[config.mk]
export PLATFORM = sky130hd
export DESIGN_NAME = tx_pcs_sequencer
export DESIGN_NICKNAME = d
export VERILOG_FILES = /design/src/rtl/pcs_pkg.sv /design/src/rtl/gearbox_seq_counter.sv /design/src/rtl/tx_pcs_sequencer.sv
export SDC_FILE = /design/constraint.sdc
export NUM_CORES = 1
export LEC_CHECK = 0
export CAP_MARGIN = 15
export CORE_MARGIN = 2
export CORE_UTILIZATION = 50
export DETAILED_ROUTE_END_ITERATION = 12
export HOLD_SLACK_MARGIN = 0.15
export PLACE_DENSITY = 0.89
export SLEW_MARGIN = 30
export SYNTH_ARGS = -nofsm -noshare
export SYNTH_HDL_FRONTEND = slang
export SYNTH_SLANG_ARGS = --single-unit
[constraint.sdc]
create_clock -name i_txc -period 4 [get_ports i_txc]
set_input_delay 1 -clock i_txc [delete_from_list [all_inputs] [get_ports i_txc]]
set_output_delay 1 -clock i_txc [all_outputs]
set_load 0.05 [all_outputs]
[src/rtl/pcs_pkg.sv]
// Shared types, control characters and block classifier for the transmit PCS sequencer.
package pcs_pkg;

  typedef enum logic [2:0] {INIT, C, D, T, E} tx_state_t;
  typedef enum logic [2:0] {BT_C, BT_S, BT_D, BT_T, BT_E} blk_type_t;

  localparam logic [7:0]  CTL_IDLE   = 8'h07;
  localparam logic [7:0]  CTL_START  = 8'hFB;
  localparam logic [7:0]  CTL_TERM   = 8'hFD;
  localparam logic [7:0]  CTL_ERROR  = 8'hFE;
  localparam logic [7:0]  CTL_SEQ    = 8'h9C;
  localparam logic [0:63] LBLOCK     = 64'h9C000001_9C000001;
  localparam logic [0:7]  LBLOCK_CTL = 8'h88;
  localparam logic [0:63] EBLOCK     = {8{CTL_ERROR}};
  localparam logic [0:7]  EBLOCK_CTL = 8'hFF;

  // A 4-lane half is control-only: all idle/error characters, or an ordered set in its lane 0.
  function automatic logic half_is_ctl(input logic [0:31] d, input logic [0:3] c);
    logic ok;
    ok = (c == 4'b1000) && (d[0:7] == CTL_SEQ);
    if (c == 4'b1111) begin
      ok = 1'b1;
      for (int i = 0; i < 4; i++) begin
        if (d[8*i +: 8] != CTL_IDLE && d[8*i +: 8] != CTL_ERROR) ok = 1'b0;
      end
    end
    return ok;
  endfunction

  function automatic blk_type_t classify_block(input logic [0:63] d, input logic [0:7] c);
    blk_type_t  bt;
    logic [2:0] first;
    logic       found;
    logic       tail_ok;
    bt    = BT_E;
    first = 3'd0;
    found = 1'b0;
    for (int i = 0; i < 8; i++) begin
      if (c[i] && !found) begin
        found = 1'b1;
        first = 3'(i);
      end
    end
    tail_ok = 1'b1;
    for (int i = 0; i < 8; i++) begin
      if (i > int'(first) && (!c[i] || d[8*i +: 8] != CTL_IDLE)) tail_ok = 1'b0;
    end
    if (half_is_ctl(d[0:31], c[0:3]) && half_is_ctl(d[32:63], c[4:7])) begin
      bt = BT_C;
    end else if (c == 8'h80 && d[0:7] == CTL_START) begin
      bt = BT_S;
    end else if (c == 8'hF8 && d[32:39] == CTL_START && d[0:31] == {4{CTL_IDLE}}) begin
      bt = BT_S;
    end else if (c == 8'h00) begin
      bt = BT_D;
    end else if (found && d[8*first +: 8] == CTL_TERM && tail_ok) begin
      bt = BT_T;
    end
    return bt;
  endfunction

endpackage

[src/rtl/gearbox_seq_counter.sv]
// Word phase and gearbox sequence counter; requests a MAC pause for one block period per sequence.
module gearbox_seq_counter #(
  parameter int unsigned SEQ_MAX   = 32,
  parameter int unsigned PAUSE_SEQ = 32
) (
  input  logic       i_txc,
  input  logic       i_reset_n,
  output logic       o_txc2,
  output logic [5:0] o_gearbox_seq,
  output logic       o_tx_pause
);
  localparam logic [5:0] SEQ_LAST  = 6'(SEQ_MAX);
  localparam logic [5:0] SEQ_PAUSE = 6'(PAUSE_SEQ);

  logic       r_txc2;
  logic [5:0] r_seq;

  always_ff @(posedge i_txc or negedge i_reset_n) begin
    if (!i_reset_n) begin
      r_txc2 <= 1'b0;
      r_seq  <= 6'd0;
    end else begin
      r_txc2 <= ~r_txc2;
      if (r_txc2) r_seq <= (r_seq == SEQ_LAST) ? 6'd0 : r_seq + 6'd1;
    end
  end

  // The sequence only moves after the second word, so the pause spans a whole word pair.
  assign o_txc2        = r_txc2;
  assign o_gearbox_seq = r_seq;
  assign o_tx_pause    = (r_seq == SEQ_PAUSE);

endmodule

[src/rtl/tx_pcs_sequencer.sv]
// Transmit PCS sequencer: pairs MAC words into 64-bit blocks around the gearbox pause and runs
// the transmit state machine that replaces illegal control sequences with error blocks.
module tx_pcs_sequencer
  import pcs_pkg::*;
#(
  parameter int unsigned SEQ_MAX   = 32,
  parameter int unsigned PAUSE_SEQ = 32
) (
  input  logic        i_txc,
  input  logic        i_reset_n,
  input  logic        i_init_done,
  input  logic [0:31] i_txd,
  input  logic [0:3]  i_txctl,
  output logic        o_tx_pause,
  output logic [0:63] o_txd,
  output logic [0:7]  o_txctl,
  output logic        o_block_valid,
  output logic        o_txc2,
  output logic [5:0]  o_gearbox_seq,
  output logic [2:0]  o_tx_state
);
  logic        w_txc2;
  logic        w_pause;
  logic        w_form_block;
  logic [5:0]  w_seq;
  logic [0:31] r_word0;
  logic [0:3]  r_ctl0;
  logic [0:63] w_blk;
  logic [0:7]  w_blk_ctl;
  logic [0:63] w_out_txd;
  logic [0:7]  w_out_ctl;
  logic [0:63] r_txd;
  logic [0:7]  r_txctl;
  logic        r_block_valid;
  blk_type_t   w_blk_type;
  tx_state_t   r_state;
  tx_state_t   w_next_state;

  gearbox_seq_counter #(
    .SEQ_MAX  (SEQ_MAX),
    .PAUSE_SEQ(PAUSE_SEQ)
  ) u_gearbox_seq_counter (
    .i_txc        (i_txc),
    .i_reset_n    (i_reset_n),
    .o_txc2       (w_txc2),
    .o_gearbox_seq(w_seq),
    .o_tx_pause   (w_pause)
  );

  assign w_form_block = w_txc2 & ~w_pause;
  assign w_blk        = {r_word0, i_txd};
  assign w_blk_ctl    = {r_ctl0, i_txctl};
  assign w_blk_type   = classify_block(w_blk, w_blk_ctl);

  always_comb begin
    w_next_state = r_state;
    if (!i_init_done) begin
      w_next_state = INIT;
    end else begin
      unique case (r_state)
        INIT: w_next_state = C;
        C, T: begin
          unique case (w_blk_type)
            BT_C:    w_next_state = C;
            BT_S:    w_next_state = D;
            default: w_next_state = E;
          endcase
        end
        D: begin
          unique case (w_blk_type)
            BT_D:    w_next_state = D;
            BT_T:    w_next_state = T;
            default: w_next_state = E;
          endcase
        end
        E: begin
          unique case (w_blk_type)
            BT_C:       w_next_state = C;
            BT_S, BT_D: w_next_state = D;
            BT_T:       w_next_state = T;
            default:    w_next_state = E;
          endcase
        end
        default: w_next_state = INIT;
      endcase
    end
  end

  // Output is chosen by the state being entered, so the offending block itself becomes EBLOCK.
  always_comb begin
    w_out_txd = w_blk;
    w_out_ctl = w_blk_ctl;
    if (w_next_state == INIT) begin
      w_out_txd = LBLOCK;
      w_out_ctl = LBLOCK_CTL;
    end else if (w_next_state == E) begin
      w_out_txd = EBLOCK;
      w_out_ctl = EBLOCK_CTL;
    end
  end

  always_ff @(posedge i_txc or negedge i_reset_n) begin
    if (!i_reset_n) begin
      r_word0       <= '0;
      r_ctl0        <= '0;
      r_state       <= INIT;
      r_txd         <= LBLOCK;
      r_txctl       <= 8'hFF;
      r_block_valid <= 1'b0;
    end else begin
      r_block_valid <= w_form_block;
      if (!w_txc2 && !w_pause) begin
        r_word0 <= i_txd;
        r_ctl0  <= i_txctl;
      end
      if (w_form_block) begin
        r_state <= w_next_state;
        r_txd   <= w_out_txd;
        r_txctl <= w_out_ctl;
      end
    end
  end

  assign o_tx_pause    = w_pause;
  assign o_txd         = r_txd;
  assign o_txctl       = r_txctl;
  assign o_block_valid = r_block_valid;
  assign o_txc2        = w_txc2;
  assign o_gearbox_seq = w_seq;
  assign o_tx_state    = r_state;

endmodule

### Word-level counts from Yosys, hierarchy flattened

Index checks and enable logic that the tools add are counted.

* register bits after elaboration: 119
* bits of input ports: 39
* output and inout port bits: 84
* logic and storage cells: 165

* add/sub/neg operators: 1
* order comparisons: 7
* eq/ne operators: 37
* shift operators: 1
* mux-type cells: 47
* bitwise gates (word level): 4
* reduce and logical (&&, ||, !) cells: 60

Operators with widths (number)
* $mux W64: 2
* $shiftx A64 B33 Y65: 1
* $ne A8 B3 Y1 const B: 8
* $ne A8 B8 Y1 const B: 8
* $eq A8 B8 Y1 const B: 7
* $mux W3: 11
* $not A6 Y33: 1
* $eq A32 B27 Y1 const B: 1
* $logic_and A1 B1 Y1: 31
* $mux W1: 26
* $eq A4 B4 Y1 const B: 4
* $logic_not A1 Y1: 16
* $mux W8: 2
* $eq A3 B2 Y1 const B: 4
* $gt A3 B3 Y1 const A: 4
* $pmux W3 S2: 2
* $pmux W3 S4: 1
* $logic_not A3 Y1: 3
* $pmux W3 S3: 1
* $logic_not A8 Y1: 1
* $logic_or A1 B1 Y1: 7
* $add A6 B1 Y6 const B: 1
* $eq A3 B1 Y1 const B: 2
* $eq A3 B3 Y1 const B: 2
* 8 further kinds: 11

### Depth between registers and ports, before layout

Gate-level depths: netlist of run 1.

* depth in word-level cells: 45
* mapped depth: 12
* depth with buffers taken out: 9

### By module

A second synthesis of run 1 with hierarchy kept.

* cells, all modules: 487
* area, all modules: 5619.1 um^2

By module, submodules not included
* tx_pcs_sequencer: times used 1, cells an instance 455, area each 5281.3 um^2, sequential area each 2825.2 um^2
* gearbox_seq_counter: times used 1, cells an instance 32, area each 337.8 um^2, sequential area each 175.2 um^2

### Worst setup path after synthesis of run 1

OpenSTA, ideal clock, no wires.

* path type: input-to-reg
* start: input port i_txctl[0] (netlist name)
* end: register r_txd (netlist bit o_txd[51])
* setup time: 126 ps
* data arrival time: 3242 ps
* required time: 3874 ps
* setup slack: 632 ps
* stages: 12
* path buffers: 3
* path through: buf_2 -> nor3b_1 -> a211oi_2 -> nand2_1 -> o41a_1 -> o21ai_1 -> nor3_2 -> o31ai_1 -> a21oi_2 -> buf_6 -> buf_6 -> a221o_1

* longest elaborated chain between the ends: 34
* elaborated cells on any way between the ends: 73
* those cells by class: order compare (7); eq/ne (9); shift (1); mux (28); bitwise (1); reduce/logical (27)

Ends and longest elaborated chain
* from (decl): RTL line tx_pcs_sequencer.sv:13 `input logic [0:3] i_txctl,`
* $logic_and A1 B1 Y1: RTL line pcs_pkg.sv:39 `if (c[i] && !found) begin`
* $mux W1: RTL line pcs_pkg.sv:39
* $logic_not A1 Y1: RTL line pcs_pkg.sv:39
* $logic_and A1 B1 Y1: RTL line pcs_pkg.sv:39
* $mux W1: RTL line pcs_pkg.sv:39
* $logic_not A1 Y1: RTL line pcs_pkg.sv:39
* $logic_and A1 B1 Y1: RTL line pcs_pkg.sv:39
* $mux W1: RTL line pcs_pkg.sv:39
* [... 18 more ...]
* $eq A3 B1 Y1 / $eq A3 B2 Y1 (equally long branches): RTL line tx_pcs_sequencer.sv:63, tx_pcs_sequencer.sv:77, tx_pcs_sequencer.sv:70
* $reduce_or A2 Y1: RTL line tx_pcs_sequencer.sv:77 `unique case (w_blk_type)`
* $pmux W3 S3: RTL line tx_pcs_sequencer.sv:77
* $pmux W3 S4 *: RTL line tx_pcs_sequencer.sv:60 `unique case (r_state)`
* $mux W3 *: RTL line tx_pcs_sequencer.sv:57 `if (!i_init_done) begin`
* $eq A3 B3 Y1: RTL line tx_pcs_sequencer.sv:96 `end else if (w_next_state == E) begin`
* $mux W64: RTL line tx_pcs_sequencer.sv:96
* $mux W64 *: RTL line tx_pcs_sequencer.sv:93 `if (w_next_state == INIT) begin`
* to (signal assigned): RTL line tx_pcs_sequencer.sv:118 `r_txd <= w_out_txd;`
* to (decl): RTL line tx_pcs_sequencer.sv:32 `logic [0:63] r_txd;`

Every way passes the cells marked *; elsewhere a longest branch is shown, timed or not.
A chain may end at the register's enable or synchronous reset.

### Final worst setup path of run 1

* start: input port i_txd[11] (netlist name)
* end: register r_txd (netlist bit o_txd[39])

* longest elaborated chain between the ends: 20
* elaborated cells on any way between the ends: 36
* those cells by class: eq/ne (7); shift (1); mux (19); reduce/logical (9)

Ends and longest elaborated chain
* from (decl): RTL line tx_pcs_sequencer.sv:12 `input logic [0:31] i_txd,`
* branches (longest 11 deep; another with $shiftx A64 B33 Y65)
* $mux W3 *: RTL line pcs_pkg.sv:48 `if (half_is_ctl(d[0:31], c[0:3]) && half_is_ctl(d[32:63], c[4:7])) begin`
* $eq A3 B1 Y1 / $eq A3 B2 Y1 (equally long branches): RTL line tx_pcs_sequencer.sv:63, tx_pcs_sequencer.sv:77, tx_pcs_sequencer.sv:70
* $reduce_or A2 Y1: RTL line tx_pcs_sequencer.sv:77
* $pmux W3 S3: RTL line tx_pcs_sequencer.sv:77
* $pmux W3 S4 *: RTL line tx_pcs_sequencer.sv:60
* $mux W3 *: RTL line tx_pcs_sequencer.sv:57
* $eq A3 B3 Y1: RTL line tx_pcs_sequencer.sv:96
* $mux W64: RTL line tx_pcs_sequencer.sv:96
* $mux W64 *: RTL line tx_pcs_sequencer.sv:93

Mark *: on every way between the ends.

==> results of run 1 <==
[state kept, by name, indices dropped and copies added (netlist names)]
name                                 flops
o_txd                                   64
r_word0                                 32
o_txctl                                  8
u_gearbox_seq_counter.o_gearbox_seq      6
r_ctl0                                   4
o_tx_state                               3
o_block_valid                            1
u_gearbox_seq_counter.o_txc2             1
[metrics by stage]
stage          hold slack [ns]  cell area [um2]  total power [mW]  worst slack [ns]  utilization
2_1_floorplan            0.509             5690              2.00             0.632            -
3_3_place_gp             0.476             7300              2.36           0.00250        0.665
3_5_place_dp             0.480             7330              2.38           -0.0715        0.667
4_1_cts                  0.490             7960              4.02             0.336        0.725
5_1_grt                  0.524             7960              4.12            0.0658        0.725
6_report                 0.486             7960              4.01             0.263        0.725
[path summary, 6_finish.rpt]
path	start	endpoint	slack, ns	depth (start not counted)
worst min register to register	o_txctl[0]	o_txctl[0]	0.49	2
worst max-delay path	i_txd[11]	o_txd[39]	0.26	11
min in group asynchronous	i_reset_n	u_gearbox_seq_counter.o_gearbox_seq[1]	0.69	1
worst max register to register	r_word0[10]	o_txd[39]	0.73	10
worst min-delay path	o_txctl[0]	o_txctl[0]	0.49	2
max in group asynchronous	i_reset_n	o_txd[32]	2.50	2
[layout by cell type (no fill, tap or decap), types with 5 or more instances in the layout]
master and count:
clkinv_2 5, nor4_1 7, nand3_1 17, a21boi_0 6, o21ai_0 10, nor3_1 18, nor2_1 23, nand4_1 15
inv_1 9, a221o_1 54, a31oi_1 5, clkdlybuf4s50_1 121, dfstp_2 18, nor4b_1 7, a21oi_1 9, buf_4 38
buf_12 6, dfrtp_1 101, nand2_1 65, mux2_2 33, clkbuf_16 17
[routing by layer]
| metal | track usage | up-vias | routed length (um) |
|---|---|---|---|
| met5 | 0 | - | 0 |
| met4 | 0.113 | 0 | 443 |
| met3 | 0.0629 | 37 | 1000 |
| met2 | 0.481 | 222 | 8670 |
| met1 | 0.362 | 2532 | 6960 |
| li1 | - | 2257 | - |
[power breakdown]
| group | leakage [nW] | internal, mW | total, mW | switching [mW] |
|---|---|---|---|---|
| registers | 1.43 | 1.34 | 1.44 | 0.103 |
| logic | 1.55 | 0.346 | 0.928 | 0.583 |
| clock network | 0.317 | 1.10 | 1.64 | 0.535 |
| total | 3.29 | 2.79 | 4.01 | 1.22 |
[cell type report]
| type | instances | area (um2) | share of cell area |
|---|---|---|---|
| clock inverter | 9 | 145 | 0.0182 |
| clock buffer | 23 | 488 | 0.0613 |
| multi-input combinational | 346 | 2470 | 0.311 |
| tap | 140 | 175 | 0.0220 |
| timing repair buffer | 166 | 1640 | 0.206 |
| sequential | 119 | 3000 | 0.377 |
| inverter | 10 | 37.5 | 0.00471 |
[kinds of logic after synthesis]
family / share of synthesized area
muxes: 0.0688
buffers and inverters: 0.0424
AOI/OAI and AO/OA: 0.172
and+or+nand+nor: 0.182
adders and majority gates: 0.00440
DFF: 0.527
xor gates and xnor gates: 0.00308
[worst register-to-register path, stage by stage, from the launching register on]
cell	delay (ns)
dfrtp_1	0.40
or4_4	0.58
nor4bb_1	0.50
and4_1	0.35
nor4_1	0.08
and4b_1	0.30
o21bai_1	0.13
o31ai_1	0.14
nand3_1	0.19
buf_12	0.16
a21boi_0	0.32
==> results.md, run 1 <==
- Result of the run: completed
- Slew Viols, Final: 0
- Buffers inserted during post-CTS setup optimization: 0
- Layout filler cell count: 775
- 1st-iter DRT viols: 341
- Setup Total Neg Slack: 0 ns
- Most instantiated flip-flop cell in the synthesis netlist: dfrtp_1
- Number of nets still failing antenna checks after routing: 0
- Number of synthesized flops with an enable pin: 0
- Maximum number of pins on one net before global-route repair: 67
- PostCTS Resize Cnt: 0
- Remaining global-route overflow: 0
- Maximum VDD drop: approximately 0.4 mV
- Die area: 12200 um2
- Arrival time of the worst setup path: around 4.0 ns
- First drt pass iteration count: 5
- Post-CTS clock slew at the launch and capture registers of the worst setup and hold paths: 0.05 ns
- Critical path peak fanout: 16
- Most repeated library cell on the critical path: a21oi_1
- H-Tree Level Count: 4
- Clk_skew: about 0.0067 ns
- Leakage: between 3 and 4 nW
- Worst Path Class, Setup: in2reg
- Average wire per cell in the routed design: approximately 21 um
- Cell at the root of the clock tree: clkbuf_16
- Horizontal die dimension: 111 um
- Number of antenna violations at the first check in global routing: 0
- RSZ-0062 raised after global routing: no
- Total track usage: 0.286
- Worst min-delay path class: reg2reg
- Biggest area consumer among synthesized cells: dfrtp_1
- Total via count in the routed design: approximately 5000
- Power per standard cell area: 503 nW/um2
- Top cells by area in the synthesized netlist: dfrtp_1, a221o_1, dfstp_2, mux2_2, nand2_1
- Relative max-transition margin: 0.430
- Most common cell in the synthesized netlist: dfrtp_1
- Maximum buffer depth of the clock tree: 2
- Number of remaining DRC errors: 0
- Average instance area after synthesis: 11.2 um2
- Number of standard cells after synthesis: 509
- Leading post-synthesis cells by instance count: dfrtp_1, nand2_1, a221o_1
- CTS Hold Buffers Added: 0
- Fraction of layout cells with a size suffix above 1: 0.208
- Tmin final: 3.74 ns
- Detailed Route WL: 17.1 mm
- Placed cell count: 781
- Synthesized flop and latch total: roughly 120
- Floorplan die height: 111 um
- Number of inserted diodes: 0
- Row Count: 38
- Required time of the critical path: 4.30 ns
- Number of endpoints with negative hold slack in the final report: 0
- Worst Max-Slew Pin Slew: about 0.85 ns
- Area added between synthesis and finish: 40.0%
- Post-synthesis cell type count: 64
- Count of buffering cells on the critical path with inverters included: 2
- Vias per cell: between 6 and 7
- Area inside the core boundary: 11000 um2
- Critical-path cell with the highest stage delay: or4b_1
- Setup crit end kind: register
- Final setup violating endpoints: 0
- Number of top-level design ports: 123
- Number of max-cap violations: 0
- Number of clock sinks seen by CTS: ~120
- Cell area after technology mapping: 5690 um2
- Vias in the first global route: 5115
- Starting utilization of the core area: 0.518
- Type of origin of the critical path: input port
- Layout Cells excl Fill: a little over 800
- CP peak stage delay: 0.55 ns
- Yosys synthesis warning count: 0
- Post-DP HPWL: 11.9 mm
- Clock network latency to the later pin of the worst-skew pair: 0.42 ns
- Input/output buffers: between 100 and 150
- Placer congestion estimate: 0.877
- Maximum achievable frequency: 0.268 GHz
- Top Family by Delay on Critical Path: simple AND/OR/NAND/NOR gates
- Wire length of the first global-routing pass: around 28 mm
- CP Cell Sequence: clkdlybuf4s50_1 -> or4b_1 -> nor3_1 -> a21oi_1 -> nor4_1 -> o22ai_1 -> a21oi_1 -> a21oi_1 -> nand3_1 -> buf_12 -> a21boi_0
- Synth async-reset ratio: 1.00
- Clock tree from TritonCTS: yes
- Post-synth net total: 550
- Number of nets in the layout: approximately 700
- Inserted Clock Buffers: 17
- Portion of the clock cycle consumed by the worst path in the final layout: 0.934
- Area share of the largest cell type after synthesis: 0.444
- Register area share after synthesis: 0.527
Note: power is estimated with default switching activity, not from simulation.
==> run 2: changes to the inputs <==
DONT_BUFFER_PORTS = 1   (was unset)
HOLD_SLACK_MARGIN = unset   (was 0.15)
PLACE_DENSITY = 0.75   (was 0.89)
==> run 2 against run 1 <==
Effect of this change: core utilization fell by 15 points; sequential cell count is the same; cell count shrank 19%; largest cell class unchanged; power down 14%.
==> results.md, run 2 (synthesis results as in run 1) <==
- Result of the run: completed
- Net switching power figure: 1.11 mW (-8.8%)
- Hold slack: 0.284 ns (-0.202 ns)
- Worst setup margin: 0.695 ns (+0.432 ns)
- Number of cells on the worst reg-to-reg path: 10 (unchanged)
- 1st-iter DRT viols: 355 (+4.1%)
- Relative max-transition margin: 0.453 (+0.0229)
- Arrival time of the worst setup path: 3.60 ns (-0.43 ns)
- Number of endpoints with negative hold slack in the final report: 0 (unchanged)
- Worst Path Class, Setup: reg2reg
- Register-to-Register Setup Slack: 0.70 ns (-0.03 ns)
- Maximum number of pins on one net before global-route repair: 120 (+79%)
- Post-DP HPWL: 10.4 mm (-13%)
- Leading cell type in the layout, fill and taps excluded: dfrtp_1
- Number of antenna violations at the first check in global routing: 0 (unchanged)
- Buffers inserted during post-CTS setup optimization: 0 (unchanged)
- Startpoint of the most critical setup path: r_word0[10]
- Share of the core filled with cells in the final layout: 0.578 (-0.147)
- Clock tree from TritonCTS: yes
- Share of power burned in registers: 0.522 (+0.162)
- Max FFs per register: 64 (unchanged)
- Critical path peak fanout: 56 (+40)
- Most frequent cells in the layout: dfrtp_1, nand2_1, a221o_1, mux2_2, nor2_1
- Critical R2R Launch: r_word0[10]
- Number of inserted diodes: 0 (unchanged)
- RSZ-0062 raised after global routing: no
- Horizontal die dimension: 111 um (unchanged)
- Starting utilization of the core area: 0.518 (unchanged)
- Row Count: 38 (unchanged)
- Total track usage: 0.246 (-0.0405)
- Clock power frac: 0.411 (+0.003)
- Vias in the first global route: 4354 (-15%)
- Cell at the root of the clock tree: clkbuf_16
- Area taken by multi-input logic gates: 2470 um2 (unchanged)
- Total via count in the routed design: 4359 (-14%)
- Total area of sequential cells: 3000 um2 (unchanged)
- Worst Max-Slew Pin Slew: 0.820 ns (-0.0343 ns)
- Number of remaining DRC errors: 0 (unchanged)
- Vias per cell: 6.62 (+6.7%)
- Wire length of the first global-routing pass: 23.9 mm (-14%)
- Switching power share of the total: 0.321 (+0.0167)
- Setup Total Neg Slack: 0 ns (unchanged)
- Layout filler cell count: 889 (+15%)
- Die area: 12200 um2 (unchanged)
- Input/output buffers: 0 (-100%)
- Required time of the critical path: 4.29 ns (about the same)
- Worst min-delay path class: in2async
- Fraction of layout cells with a size suffix above 1: 0.203 (-0.00532)
- Remaining global-route overflow: 0 (unchanged)
- Final setup violating endpoints: 0 (unchanged)
- PostCTS Resize Cnt: 0 (unchanged)
- Number of max-cap violations: 0 (unchanged)
- Placer congestion estimate: 0.880 (+0.40%)
- Detailed Route WL: 14.8 mm (-13%)
- Number of top-level design ports: 123 (unchanged)
- Type of origin of the critical path: register
- H-Tree Level Count: 4 (unchanged)
- Clk_skew: 0.00601 ns (-0.000707 ns)
- Power per standard cell area: 546 nW/um2 (+8.5%)
- First drt pass iteration count: 5 (unchanged)
- Portion of the clock cycle consumed by the worst path in the final layout: 0.826 (-0.108)
- Number of clock sinks seen by CTS: 119 (unchanged)
- Maximum VDD drop: 0.402 mV (-0.55%)
- Inserted Clock Buffers: 17 (unchanged)
- Clock network latency to the later pin of the worst-skew pair: 0.41 ns (about the same)
- Post-CTS clock slew at the launch and capture registers of the worst setup and hold paths: 0.05 ns (about the same)
- Floorplan die height: 111 um (unchanged)
- Area inside the core boundary: 11000 um2 (unchanged)
- CTS Hold Buffers Added: 0 (unchanged)
- Tmin final: 3.30 ns (-0.432 ns)
- End point of the critical path: o_txd[21]
- Number of nets in the layout: 546 (-22%)
- Internal cell power: 2.35 mW (-16%)
- Area added between synthesis and finish: 11.6%
- Leakage: 2.60 nW (-21%)
- Share of power burned in combinational logic: 0.067 (-0.165)
- Worst-case setup slack after placement: 0.357 ns (+0.429 ns)
- Number of nets still failing antenna checks after routing: 0 (unchanged)
- End of the worst register-to-register path: o_txd[21]
- Slew Viols, Final: 0 (unchanged)
- Maximum buffer depth of the clock tree: 2 (unchanged)
- Maximum achievable frequency: 0.303 GHz (+13%)
- Setup crit end kind: register
- Average wire per cell in the routed design: 22.5 um (+7.1%)
[run 2: cell count changes in the layout (fill, tap and decap cells not counted), sizes merged]
| cell | change |
|---|---|
| bufinv | -3 |
| buf | -34 |
| clkinv | +1 |
| clkdlybuf4s50 | -121 |
| clkinvlp | +2 |
[run 2: how the worst min path moves through the flow]
stage	startpoint	endpoint
2_1_floorplan	r_word0[12]	o_txd[12]
3_3_place_gp	r_word0[24]	o_txd[24]
3_5_place_dp	r_word0[13]	o_txd[13]
4_1_cts	i_reset_n	r_word0[21]
5_1_grt	i_reset_n	r_word0[12]
6_report	i_reset_n	o_txd[50]
[run 2: stage by stage]
step,cell area (um2),cells,power (mW)
6_report,6350,658,3.46
5_1_grt,6350,658,3.58
4_1_cts,6350,658,3.49
3_5_place_dp,5790,626,2.06
3_3_place_gp,5790,626,2.05
2_1_floorplan,5690,509,2.00
[run 2: critical path, cell delays in order, from the launching register on]
cell and delay (ns):
dfrtp_1 0.41, or4_4 0.58, nor4bb_1 0.54, and4_1 0.37, o21ai_1 0.08, and4b_1 0.23
o21bai_1 0.16, o31ai_1 0.13, a21oi_4 0.11, buf_12 0.21, a221o_1 0.32
[run 2: layer usage]
metal | vias to the layer above | global-route usage | wire (um)
met3 | 24 | 0.0990 | 1220
met1 | 2223 | 0.317 | 6320
met4 | 0 | 0.0792 | 246
met2 | 170 | 0.382 | 7020
li1 | 1942 | - | -
met5 | - | 0 | 0
[run 2: cell type report]
cell class                 count  share of cell area
sequential                   119               0.473
multi-input combinational    346               0.390
clock buffer                  23              0.0753
tap                          140              0.0276
timing repair buffer          11              0.0170
clock inverter                 9              0.0118
inverter                      10             0.00591
[run 2: power by group through the flow]
stage	combinational [mW]	clock, mW	sequential (mW)
6_report	0.232	1.42	1.81
3_3_place_gp	0.223	0	1.83
4_1_cts	0.234	1.45	1.81
3_5_place_dp	0.232	0	1.83
2_1_floorplan	0.210	0	1.79
5_1_grt	0.256	1.50	1.83
==> run 3: changes to the inputs <==
PLACE_DENSITY = 0.78   (was 0.75)
clock period = 2.8 ns   (was 4 ns; I/O delays follow)
==> run 3 against run 2 <==
Effect of this change: the flow now finishes with violations (negative hold slack, negative setup slack); critical endpoint is now o_txd[48]; first-iteration DRC count is 15% higher; sequential share of layout area down 5.2 points; sequential power grew 42%; maximum frequency rose by 8.6%; critical path type unchanged.
==> results.md, run 3 (synthesis results as in run 1) <==
- Result of the run: finished, violations left
- Failing checks: negative hold slack, negative setup slack
- Total via count in the routed design: 4633 (+6.3%)
- Number of nets in the layout: 616 (+13%)
- PnR Total Power: 5.34 mW (+54%)
- Share of power burned in registers: 0.481 (-0.041)
- Number of endpoints with negative hold slack in the final report: 72 (+72)
- Vias per cell: 6.36 (-3.9%)
- Slew Viols, Final: 0 (unchanged)
- Remaining global-route overflow: 0 (unchanged)
- Clock network latency to the later pin of the worst-skew pair: 0.41 ns (about the same)
- Share of the core filled with cells in the final layout: 0.649 (+0.0711)
- Max FFs per register: 64 (unchanged)
- Vias in the first global route: 4564 (+4.8%)
- Layout filler cell count: 825 (-7.2%)
- Clock tree from TritonCTS: yes
- Maximum buffer depth of the clock tree: 2 (unchanged)
- RSZ-0062 raised after global routing: yes
- Input/output buffers: 0 (unchanged)
- Worst Max-Slew Pin Slew: 0.541 ns (-0.279 ns)
- Number of top-level design ports: 123 (unchanged)
- Area added between synthesis and finish: 25.3%
- Net switching power figure: 1.61 mW (+45%)
- Fraction of layout cells with a size suffix above 1: 0.320 (+0.117)
- Hold slack: -0.0188 ns (-0.302 ns)
- H-Tree Level Count: 4 (unchanged)
- Starting utilization of the core area: 0.518 (unchanged)
- Worst setup margin: -0.242 ns (-0.938 ns)
- Arrival time of the worst setup path: 3.33 ns (-0.27 ns)
- Worst min-delay path class: in2async
- Number of nets still failing antenna checks after routing: 0 (unchanged)
- Switching power share of the total: 0.302 (-0.0197)
- Worst Path Class, Setup: reg2reg
- Number of clock sinks seen by CTS: 119 (unchanged)
- Power per standard cell area: 749 nW/um2 (+37%)
- Relative max-transition margin: 0.640 (+0.186)
- Average wire per cell in the routed design: 22.2 um (-1.3%)
- Share of power burned in combinational logic: 0.092 (+0.025)
- Detailed Route WL: 16.2 mm (+9.2%)
- Inserted Clock Buffers: 17 (unchanged)
- Area taken by multi-input logic gates: 2560 um2 (+3.5%)
- Type of origin of the critical path: register
- Row Count: 38 (unchanged)
- Horizontal die dimension: 111 um (unchanged)
- Portion of the clock cycle consumed by the worst path in the final layout: 1.09 (+0.260)
- Number of max-cap violations: 0 (unchanged)
- Floorplan die height: 111 um (unchanged)
- Wire length of the first global-routing pass: 24.9 mm (+4.1%)
- Number of antenna violations at the first check in global routing: 0 (unchanged)
- Post-DP HPWL: 10.9 mm (+5.1%)
- Clk_skew: 0.00774 ns (+0.00172 ns)
- Maximum number of pins on one net before global-route repair: 120 (unchanged)
- Number of inserted diodes: 0 (unchanged)
- Die area: 12200 um2 (unchanged)
- 1st-iter DRT viols: 407 (+15%)
- Most frequent cells in the layout: dfrtp_1, buf_4, nand2_1, a221o_1, mux2_2
- Setup crit end kind: register
- Final setup violating endpoints: 62 (+62)
- Post-CTS clock slew at the launch and capture registers of the worst setup and hold paths: 0.05 ns (about the same)
- First drt pass iteration count: 5 (unchanged)
- Maximum achievable frequency: 0.329 GHz (+8.6%)
- Cell at the root of the clock tree: clkbuf_16
- Maximum VDD drop: 0.515 mV (+28%)
- Total track usage: 0.261 (+0.0153)
- Leading cell type in the layout, fill and taps excluded: dfrtp_1
- Number of remaining DRC errors: 0 (unchanged)
- Area inside the core boundary: 11000 um2 (unchanged)
- Placer congestion estimate: 0.910 (+3.3%)
- Total area of sequential cells: 3000 um2 (about the same)
- Clock power frac: 0.427 (+0.016)
- Critical path peak fanout: 6 (-89%)
- Internal cell power: 3.73 mW (+59%)
- Required time of the critical path: 3.09 ns (-1.20 ns)
- Leakage: 3.03 nW (+16%)
- Tmin final: 3.04 ns (-0.262 ns)
-- run 3: cell count changes in the layout (fill, tap and decap cells not counted), sizes merged --
cell,delta
clkinv,-2
bufinv,+3
clkbuf,+3
buf,+68
clkinvlp,-2
-- run 3: timing repair --
action,in CTS,in global routing
cloned,1,3
buffers inserted,2,1
resized for setup,9,14
pin swaps,2,3
setup endpoints to repair,73,74
endpoints found under the hold margin,101,101
-- run 3: worst paths after layout --
| kind | from | end | slack [ns] | cells past startpoint |
|---|---|---|---|---|
| worst min register to register | r_word0[29] | o_txd[29] | 0.57 | 1 |
| min in group i_txc | i_txctl[0] | o_txctl[4] | 0.40 | 2 |
| worst max-delay path | r_word0[10] | o_txd[48] | -0.24 | 13 |
| worst min-delay path | i_reset_n | r_word0[16] | -0.02 | 0 |
| max in group asynchronous | i_reset_n | o_txd[63] | 2.59 | 0 |
| worst max register to register | r_word0[10] | o_txd[48] | -0.24 | 13 |
-- run 3: area by class of cell --
cell class              instances  share of cell area
repair buffers                 81               0.102
clock inverters                 8              0.0202
multi-input cells             346               0.359
clock buffers                  24              0.0676
inverters                      10             0.00527
well taps                     140              0.0246
flip-flops and latches        119               0.421
-- run 3: layer usage --
layer  up-vias  wire (um)  global-route usage
met5         -          0                   0
li1       2090          -                   -
met1      2302       6570               0.308
met4         0        401               0.104
met3        26       1310               0.112
met2       215       7890               0.423
-- run 3: metrics by stage --
step,instance area [um2],setup TNS (ns),worst slack (ns),cells
floorplan,5720,-6.68,-0.153,509
global placement,6340,-22.77,-0.371,690
detailed placement,6340,-25.49,-0.435,690
CTS,7040,-14.26,-0.276,725
global route,7130,-19.12,-0.350,728
finish,7130,-11.19,-0.242,728
-- run 3: worst max-delay path: stages (launching register included) --
cell,delay (ns)
dfrtp_1,0.38
or4_4,0.58
nor4bb_4,0.27
buf_4,0.15
and4_4,0.23
o21ai_2,0.05
and4b_1,0.20
o21bai_1,0.17
o31ai_2,0.07
buf_4,0.16
a21oi_4,0.06
buf_6,0.16
buf_16,0.14
a221o_1,0.30
-- run 3: power by group through the flow --
stage	logic (mW)	registers, mW	clock network (mW)
4_1_cts	0.463	2.57	2.31
5_1_grt	0.524	2.58	2.40
3_3_place_gp	0.417	2.59	0
2_1_floorplan	0.304	2.55	0
6_report	0.491	2.57	2.28
3_5_place_dp	0.434	2.59	0
